[src/rtl/pulse_width_modulator_if.sv]
// Bundle of the PWM control inputs and the generated waveform.
// The controller drives period/duty selects; the PWM block returns SIGNAL.
interface pulse_width_modulator_if;
  logic [7:0] FREQ;
  logic [7:0] DUTY_CYCLE;
  logic       SIGNAL;

  modport master (
    output FREQ,
    output DUTY_CYCLE,
    input  SIGNAL
  );

  modport slave (
    input  FREQ,
    input  DUTY_CYCLE,
    output SIGNAL
  );
endinterface

[src/rtl/pulse_width_modulator.sv]
// 8-bit PWM generator: a prescaler stretches each of 256 phases to FREQ+1 clocks.
// FREQ/DUTY_CYCLE are shadowed and only take effect at period boundaries.
module pulse_width_modulator (
  input  logic                            CLK,
  input  logic                            RSTB,
  pulse_width_modulator_if.slave          pwm
);

  logic [7:0] pre_cnt_r;
  logic [7:0] phase_r;
  logic [7:0] freq_q_r;
  logic [7:0] duty_q_r;
  logic       primed_r;
  logic       signal_r;

  logic [7:0] pre_cnt_s;
  logic [7:0] phase_s;
  logic [7:0] freq_q_s;
  logic [7:0] duty_q_s;
  logic       primed_s;
  logic       signal_s;

  // Next-state: priming load, prescaler/phase advance, boundary reload of shadows.
  always_comb begin
    pre_cnt_s = pre_cnt_r;
    phase_s   = phase_r;
    freq_q_s  = freq_q_r;
    duty_q_s  = duty_q_r;
    primed_s  = primed_r;
    if (!primed_r) begin
      pre_cnt_s = 8'd0;
      phase_s   = 8'd0;
      freq_q_s  = pwm.FREQ;
      duty_q_s  = pwm.DUTY_CYCLE;
      primed_s  = 1'b1;
    end else if (pre_cnt_r == freq_q_r) begin
      pre_cnt_s = 8'd0;
      phase_s   = phase_r + 8'd1;
      if (phase_r == 8'hFF) begin
        freq_q_s = pwm.FREQ;
        duty_q_s = pwm.DUTY_CYCLE;
      end else begin
        freq_q_s = freq_q_r;
        duty_q_s = duty_q_r;
      end
    end else begin
      pre_cnt_s = pre_cnt_r + 8'd1;
      phase_s   = phase_r;
    end
    // Compare against the values being loaded so output tracks the same edge.
    signal_s = (duty_q_s != 8'd0) && (phase_s <= duty_q_s);
  end

  // State and output registers with asynchronous active-low clear.
  always_ff @(posedge CLK or negedge RSTB) begin
    if (!RSTB) begin
      pre_cnt_r <= 8'd0;
      phase_r   <= 8'd0;
      freq_q_r  <= 8'd0;
      duty_q_r  <= 8'd0;
      primed_r  <= 1'b0;
      signal_r  <= 1'b0;
    end else begin
      pre_cnt_r <= pre_cnt_s;
      phase_r   <= phase_s;
      freq_q_r  <= freq_q_s;
      duty_q_r  <= duty_q_s;
      primed_r  <= primed_s;
      signal_r  <= signal_s;
    end
  end

  assign pwm.SIGNAL = signal_r;

endmodule

[src/flat_wrapper.sv]
// flat-port wrapper written by rule: the top's interface ports become plain ports
module pulse_width_modulator_flat 
  (CLK, RSTB, pwm_FREQ, pwm_DUTY_CYCLE, pwm_SIGNAL);
  pulse_width_modulator_if pwm_i ();
  input  logic CLK;
  input  logic RSTB;
  input wire logic [$bits(pwm_i.FREQ)-1:0] pwm_FREQ;
  input wire logic [$bits(pwm_i.DUTY_CYCLE)-1:0] pwm_DUTY_CYCLE;
  output wire logic [$bits(pwm_i.SIGNAL)-1:0] pwm_SIGNAL;
  assign pwm_i.FREQ = pwm_FREQ;
  assign pwm_i.DUTY_CYCLE = pwm_DUTY_CYCLE;
  assign pwm_SIGNAL = pwm_i.SIGNAL;
  pulse_width_modulator u_core (.CLK(CLK), .RSTB(RSTB), .pwm(pwm_i));
endmodule
[config.mk]
export PLATFORM = sky130hd
export DESIGN_NAME = pulse_width_modulator_flat
export DESIGN_NICKNAME = d
export VERILOG_FILES = /design/src/rtl/pulse_width_modulator_if.sv /design/src/rtl/pulse_width_modulator.sv /design/src/flat_wrapper.sv
export SDC_FILE = /design/constraint.sdc
export NUM_CORES = 1
export LEC_CHECK = 0
export ABC_AREA = 1
export CAP_MARGIN = 20
export CORE_MARGIN = 2
export CORE_UTILIZATION = 55
export CTS_CLUSTER_DIAMETER = 200
export DETAILED_ROUTE_END_ITERATION = 10
export PLACE_DENSITY_LB_ADDON = 0.12
export SLEW_MARGIN = 20
export SYNTH_ARGS = -nofsm -noshare
export SYNTH_HDL_FRONTEND = slang
export SYNTH_SLANG_ARGS = --single-unit
[constraint.sdc]
create_clock -name CLK -period 3.9 [get_ports CLK]
set_input_delay 0.585 -clock CLK [delete_from_list [all_inputs] [get_ports CLK]]
set_output_delay 0.585 -clock CLK [all_outputs]
set_load 0.02 [all_outputs]
==> results of run 1 <==
## state kept, by name (all words and copies together), names as in the netlist
name	count
u_core.phase_r	8
u_core.pwm.SIGNAL	1
u_core.pre_cnt_r	8
u_core.freq_q_r	8
u_core.primed_r	1
u_core.duty_q_r	8
## worst max path at each step
stage	slack, ns	end	cells past startpoint
final	1.12	u_core.pwm.SIGNAL$_DFF_PN0_	13
after global routing	0.81	u_core.pwm.SIGNAL$_DFF_PN0_	14
after CTS	1.09	u_core.pwm.SIGNAL$_DFF_PN0_	13
after detailed placement	1.16	u_core.pwm.SIGNAL$_DFF_PN0_	14
after global placement	1.24	u_core.pwm.SIGNAL$_DFF_PN0_	11
after floorplan	1.68	u_core.pwm.SIGNAL$_DFF_PN0_	16
## cell type report
cell class	count	area (sq um)	area share (%)
multi-input combinational	148	888	40.5
sequential	34	851	38.8
timing repair buffer	19	188	8.55
inverter	40	150	6.84
tap	46	57.6	2.62
clock buffer	7	55.1	2.51
clock inverter	1	5.00	0.228
## critical path: stages (launching register included)
cell and delay (ns):
dfrtp_1 0.39, ha_1 0.19, nand3_2 0.10, nor3_2 0.14, or2_0 0.52, nand2_4 0.24
nand2_1 0.11, nand2_1 0.09, ha_1 0.32, a21oi_1 0.15, nor2_1 0.05, a211oi_1 0.19
a21oi_1 0.11, a21oi_1 0.12
## Yosys cell counts
library cell and number:
nand2_8 1, o21ai_0 6, nor2_1 24, nand2_2 1, nor3b_2 1, xnor2_1 5
nand2_1 43, inv_1 39, nor3_1 6, nand3_1 12, mux2_4 4, mux2_2 1
nor2_2 2, and3_1 1, conb_1 1, nand2_4 2, nand4_2 1, a21oi_1 12
nand3b_1 4, nor3b_1 5, nand3_2 2, xor2_1 1, inv_2 1, buf_4 1
buf_6 3, a211oi_1 1, ha_1 10, nor3_2 1, dfrtp_1 34, or2_0 1
## metrics by stage
step / utilization (%) / hold slack, ns / worst slack (ns) / area [sq um]
2_1_floorplan: - / 0.289 / 1.68 / 1930
3_3_place_gp: 63.5 / 0.492 / 1.24 / 2130
3_5_place_dp: 63.5 / 0.505 / 1.16 / 2130
4_1_cts: 65.3 / 0.518 / 1.09 / 2190
5_1_grt: 65.3 / 0.553 / 0.811 / 2190
6_report: 65.3 / 0.514 / 1.12 / 2190
## cell families (layout without fill, tap and decap cells)
family | Yosys count | in the layout | share of synthesized area, %
and+or+nand+nor | 107 | 107 | 27.9
buffers and inverters | 44 | 67 | 9.92
DFF | 34 | 34 | 44.1
AOI/OAI and AO/OA | 19 | 19 | 5.06
adders and majority gates | 10 | 10 | 6.48
xor gates and xnor gates | 6 | 6 | 2.72
muxes | 5 | 5 | 3.69
other | 1 | 1 | 0.194
## per-layer routing
| metal | share of wire (%) | wire [um] | global-route usage (%) |
|---|---|---|---|
| met3 | 3.3 | 120 | 4.64 |
| met5 | 0 | 0 | 0 |
| met1 | 51 | 1830 | 28.8 |
| met2 | 44 | 1570 | 33.4 |
| met4 | 2.4 | 85 | 10.3 |
## power breakdown
| group | switching [mW] | internal (mW) |
|---|---|---|
| registers | 0.0145 | 0.375 |
| logic | 0.0548 | 0.0527 |
| clock network | 0.119 | 0.0873 |
==> summary.txt, run 1 <==
Global routing
  • Vias in the first global route: 1514
  • Initial antenna violation count: 0
  • Total track usage: 21.5%
  • Global-route wire length before repair: 6.69 mm
  • Overflow after GRT: 0
  • Pin count of the biggest net entering global routing: 35

Cells and area
  • Layout Nets: 276
  • Final cell count without fillers: 295
  • Share of cells above drive strength 1: 10.0%
  • Fill count: 303
  • Most frequent cells in the layout: nand2_1 (43), inv_1 (39), dfrtp_1 (34)
  • Inserted Diodes: 0
  • Commonest non-fill, non-tap cell in the layout: nand2_1
  • Area grow syn2layout: 13.7%

Clock tree
  • Worst-path clk slew: 0.10 ns
  • CTS H-tree depth: 2
  • Number of CTS-inserted buffers: 5
  • Setup repair bufs after CTS: 0
  • Max clock buf depth: 2
  • Hold-fix buffers, CTS: 0
  • CTS sink cnt: 34
  • Root buffer cell: clkbuf_4
  • CTS-repair resized insts: 0
  • Clk Latency, worst-skew pair: 0.35 ns
  • TritonCTS clock tree: built

Synthesis
  • Post-synth net total: 254
  • Yosys warns: 0
  • Synth unique cells: 30
  • Top-area cell type share of the netlist area: 44.1%
  • Largest cells by area after synthesis: dfrtp_1 (44%), nand2_1 (8.4%), inv_1 (7.6%)
  • Post-Synthesis Cells: 226
  • Sequential fraction of the synthesis area: 44.1%
  • Post-synthesis area per instance: 8.54 sq um
  • Yosys reg bits: 34
  • Synth Cell Area: 1930 sq um
  • Cell taking the most area after synthesis: dfrtp_1

Min path
  • Worst Hold Class: reg2reg
  • Hold_sp: u_core.pre_cnt_r[0]$_DFF_PN0_
  • Hold Crit Depth: 1
  • WHS Endpoint: u_core.pre_cnt_r[0]$_DFF_PN0_

Outcome
  • Status: finished clean

Critical path
  • Type of origin of the critical path: flip-flop
  • Worst setup path startpoint: u_core.phase_r[1]$_DFF_PN0_
  • R2r worst-path depth: 13
  • End of the worst register-to-register path: u_core.pwm.SIGNAL$_DFF_PN0_
  • R2r startpoint: u_core.phase_r[1]$_DFF_PN0_
  • Worst R2R Setup Slack: 1.12 ns
  • Worst-path maximum fanout: 14
  • Crit path kind: reg2reg
  • CP required: 4.18 ns
  • CP arrival: 3.07 ns
  • Kind of end point of the critical path: flip-flop

Power and ir drop
  • Static leakage: 1.07 nW
  • Final Power: 0.703 mW
  • Peak supply drop: 0.000145 V
  • Power Density: 320 nW/um^2

Timing
  • Clock Skew: 0.00689 ns
  • Final hold viol count: 0
  • Worst relative slew slack: 58.7%
  • Max Slew Vio Count: 0
  • Final setup violating endpoints: 0
  • RSZ-0062 raised after global routing: no
  • Tcrit/Tclk final: 71.3%
  • Period minus WS final: 2.78 ns
  • Least-Margin Pin Slew: 0.619 ns
  • Setup_tns: 0 ns
  • Fmax: 359 MHz

Floorplan
  • Chip Height: 63.2 um
  • Num rows: 21
  • Initial Util: 57.4%
  • Die area: 4000 sq um
  • Core ar.: 3360 sq um
  • Die width: 63.2 um
  • Num ports: 19

Routing
  • Total Wirelength: 3.61 mm
  • Drt initial violations: 94
  • Vias: 1444
  • WL/cell: 12.2 um
  • # DRC: 0
  • Antenna-violating nets left: 0
  • Vias per inst: 4.89
  • First-pass DRT Iterations: 4

Placement
  • Routability congestion estimate: 0.881
  • Placed insts: 287
  • Final HPWL DP: 2.73 mm
  • IO Port Bufs: 18

Run
  • Maxcap violations: 0
Note: power is estimated with default switching activity, not from simulation.
==> run 2: changes to the inputs <==
--- a/config.mk
+++ b/config.mk
@@ -8,7 +8,7 @@
 export ABC_AREA = 1
 export CAP_MARGIN = 20
 export CORE_MARGIN = 2
-export CORE_UTILIZATION = 55
+export CORE_UTILIZATION = 51
 export CTS_CLUSTER_DIAMETER = 200
 export DETAILED_ROUTE_END_ITERATION = 10
 export PLACE_DENSITY_LB_ADDON = 0.12
==> constraint.sdc (replaced) <==
create_clock -name CLK -period 2.4 [get_ports CLK]
set_input_delay 0.36 -clock CLK [delete_from_list [all_inputs] [get_ports CLK]]
set_output_delay 0.36 -clock CLK [all_outputs]
set_load 0.02 [all_outputs]
==> run 2 against run 1 <==
The run now ends with negative setup slack left; hold slack got worse by 0.037 ns; sequential power rose by 62%; clock-buffer cell count did not move; core utilization rose by 2.3 points; worst setup slack got worse by 1.2 ns; fmax rose by 12%; first-iteration DRC count fell by 30%; total power rose by 83%; die area rose by 7.3%; critical path depth rose by 2; non-clock buffer count rose by 20; largest power group unchanged.
==> summary.txt, run 2 (synthesis results as in run 1) <==
Global routing
  • Initial antenna violation count: 0 (unchanged)
  • Pin count of the biggest net entering global routing: 35 (unchanged)
  • Overflow after GRT: 0 (unchanged)
  • Total track usage: 20.6% (was 21.5%)
  • Global-route wire length before repair: 6.70 mm (was 6.69 mm)
  • Vias in the first global route: 1518 (was 1514)

Power and ir drop
  • Peak supply drop: 0.000423 V (was 0.000145 V)
  • Static leakage: 1.20 nW (was 1.07 nW)
  • Power Density: 520 nW/um^2 (was 320 nW/um^2)

Timing
  • Final setup violating endpoints: 1 (was 0)
  • Max Slew Vio Count: 0 (unchanged)
  • Period minus WS final: 2.47 ns (was 2.78 ns)
  • Fin worst setup slack: -0.0744 ns (was 1.12 ns)
  • Fmax: 404 MHz (was 359 MHz)
  • Clock Skew: 0.00685 ns (was 0.00689 ns)
  • Tcrit/Tclk final: 103% (was 71.3%)
  • RSZ-0062 raised after global routing: yes (was no)
  • Final hold viol count: 0 (unchanged)

Clock tree
  • TritonCTS clock tree: built (unchanged)
  • Worst-path clk slew: 0.07 ns (was 0.10 ns)
  • CTS H-tree depth: 2 (unchanged)
  • Number of CTS-inserted buffers: 5 (unchanged)
  • Root buffer cell: clkbuf_8 (was clkbuf_4)
  • Max clock buf depth: 2 (unchanged)
  • Clk Latency, worst-skew pair: 0.29 ns (was 0.35 ns)
  • Hold-fix buffers, CTS: 0 (unchanged)
  • CTS sink cnt: 34 (unchanged)

Floorplan
  • Num ports: 19 (unchanged)
  • Die width: 65.5 um (was 63.2 um)
  • Die area: 4290 sq um (was 4000 sq um)
  • Initial Util: 52.7% (was 57.4%)
  • Num rows: 22 (was 21)
  • Chip Height: 65.5 um (was 63.2 um)
  • Core ar.: 3660 sq um (was 3360 sq um)

Critical path
  • End of the worst register-to-register path: u_core.pwm.SIGNAL$_DFF_PN0_ (unchanged)
  • CP Cell Sequence: xnor2_1 > nand2_1 > nor2_4 > nand2_4 > inv_4 > nand4_4 > nor2_4 > nand2_2 > nor3b_4 > ha_1 > nand2_2 > nor2_2 > a211oi_2 > a21oi_1 > a21oi_1 (was ha_1 > nand3_2 > nor3_2 > or2_0 > nand2_4 > nand2_1 > nand2_1 > ha_1 > a21oi_1 > nor2_1 > a211oi_1 > a21oi_1 > a21oi_1)
  • Worst R2R Setup Slack: -0.07 ns (was 1.12 ns)
  • Kind of end point of the critical path: flip-flop (unchanged)
  • Crit path kind: reg2reg (unchanged)
  • CP peak stage delay: 0.40 ns (was 0.52 ns)
  • R2r worst-path depth: 15 (was 13)
  • Critical path's slowest cell: dfrtp_1 (was or2_0)
  • Worst-path maximum fanout: 6 (was 14)
  • Type of origin of the critical path: flip-flop (unchanged)
  • CP required: 2.62 ns (was 4.18 ns)
  • R2r startpoint: u_core.pre_cnt_r[7]$_DFF_PN0_ (was u_core.phase_r[1]$_DFF_PN0_)
  • CP arrival: 2.69 ns (was 3.07 ns)

Routing
  • Max Used Layer: met4 (unchanged)
  • First-pass DRT Iterations: 4 (unchanged)
  • Detail Route met2 WL: 1.67 mm (was 1.57 mm)
  • # DRC: 0 (unchanged)
  • Vias per inst: 4.82 (was 4.89)
  • Total Wirelength: 3.85 mm (was 3.61 mm)
  • Vias: 1528 (was 1444)
  • WL/cell: 12.1 um (was 12.2 um)
  • Metal-1 WL: 1.88 mm (was 1.83 mm)
  • Drt initial violations: 66 (was 94)
  • Routed wl met3: 224 um (was 120 um)
  • Antenna-violating nets left: 0 (unchanged)

Placement
  • Dpl ws: 0.0359 ns (was 1.16 ns)
  • Routability congestion estimate: 0.826 (was 0.881)
  • Final HPWL DP: 2.78 mm (was 2.73 mm)
  • IO Port Bufs: 18 (unchanged)

Cells and area
  • Layout Nets: 296 (was 276)
  • Area grow syn2layout: 28.2% (was 13.7%)
  • Most frequent cells in the layout: nand2_1 (41), inv_1 (38), dfrtp_1 (34) (was nand2_1 (43), inv_1 (39), dfrtp_1 (34))
  • Multi-input gate area: 982 sq um (was 888 sq um)
  • Post-layout util: 67.6% (was 65.3%)
  • Commonest non-fill, non-tap cell in the layout: nand2_1 (unchanged)
  • Fill count: 316 (was 303)
  • Inserted Diodes: 0 (unchanged)
  • Seq. cell area: 851 sq um (unchanged)
  • Share of cells above drive strength 1: 21.2% (was 10.0%)

Run
  • Maxcap violations: 0 (unchanged)

Outcome
  • Status: complete, but fails checks (was finished clean)
  • Failing checks: negative setup slack

Min path
  • Worst Hold Class: in2async (was reg2reg)
run 2: cell count changes in the layout (fill, tap and decap cells not counted), moves of 4 or more:
| cell | before | now |
|---|---|---|
| nor2_4 | 0 | 5 |
| clkbuf_4 | 5 | 0 |
| clkbuf_8 | 1 | 6 |
| buf_4 | 1 | 21 |
| nor2_1 | 24 | 20 |
run 2: final cells by class:
cell class	count	share of cell area [%]
Multi-Input combinational cell	148	39.7
Sequential cell	34	34.4
Clock buffer	7	3.49
Clock inverter	1	0.202
Inverter	40	6.17
Timing Repair Buffer	39	13.7
Tap cell	48	2.43
run 2: what timing repair did:
item,in CTS,in global routing
resized for setup,1,22
hold endpoints to repair,0,0
cloned,0,0
pin swaps,0,13
endpoints found under the setup margin,1,1
setup buffers,0,3
run 2: worst max path at each step:
stage                                              start                           to  depth (start not counted)
after floorplan            u_core.pre_cnt_r[0]$_DFF_PN0_  u_core.pwm.SIGNAL$_DFF_PN0_                         16
after global placement     u_core.pre_cnt_r[4]$_DFF_PN0_  u_core.pwm.SIGNAL$_DFF_PN0_                         16
after detailed placement   u_core.pre_cnt_r[4]$_DFF_PN0_  u_core.pwm.SIGNAL$_DFF_PN0_                         16
after CTS                 u_core.freq_q_r[6]$_DFFE_PN0P_  u_core.pwm.SIGNAL$_DFF_PN0_                         16
after global routing       u_core.pre_cnt_r[7]$_DFF_PN0_  u_core.pwm.SIGNAL$_DFF_PN0_                         15
final                      u_core.pre_cnt_r[7]$_DFF_PN0_  u_core.pwm.SIGNAL$_DFF_PN0_                         15
run 2: critical path, delay by kind of cell, from the launching register on:
| family | cells | cell delay (ns) |
|---|---|---|
| and+or+nand+nor | 9 | 1.00 |
| DFF | 1 | 0.40 |
| AOI/OAI and AO/OA | 3 | 0.40 |
| adders and majority gates | 1 | 0.34 |
| xor gates and xnor gates | 1 | 0.19 |
| buffers and inverters | 1 | 0.07 |
run 2: metal layers:
metal / track usage [%] / vias to the layer above
met5: 0 / -
met4: 5.47 / 0
met3: 6.16 / 7
met2: 30.6 / 44
met1: 29.4 / 686
li1: - / 791
run 2: where the power goes:
part	switching, mW	internal [mW]
Combinational	0.111	0.114
Clock	0.200	0.231
Sequential	0.0203	0.610
run 2: metrics by stage:
stage,total power [mW],std cells,cell area [sq um],hold WS [ns],TNS (ns)
after floorplan,0.760,226,1930,0.0644,0
after global placement,0.845,306,2260,0.511,0
after detailed placement,0.851,306,2260,0.522,0
after CTS,1.28,314,2360,0.497,0
after global routing,1.36,317,2470,0.512,-0.225
final,1.29,317,2470,0.477,-0.0744
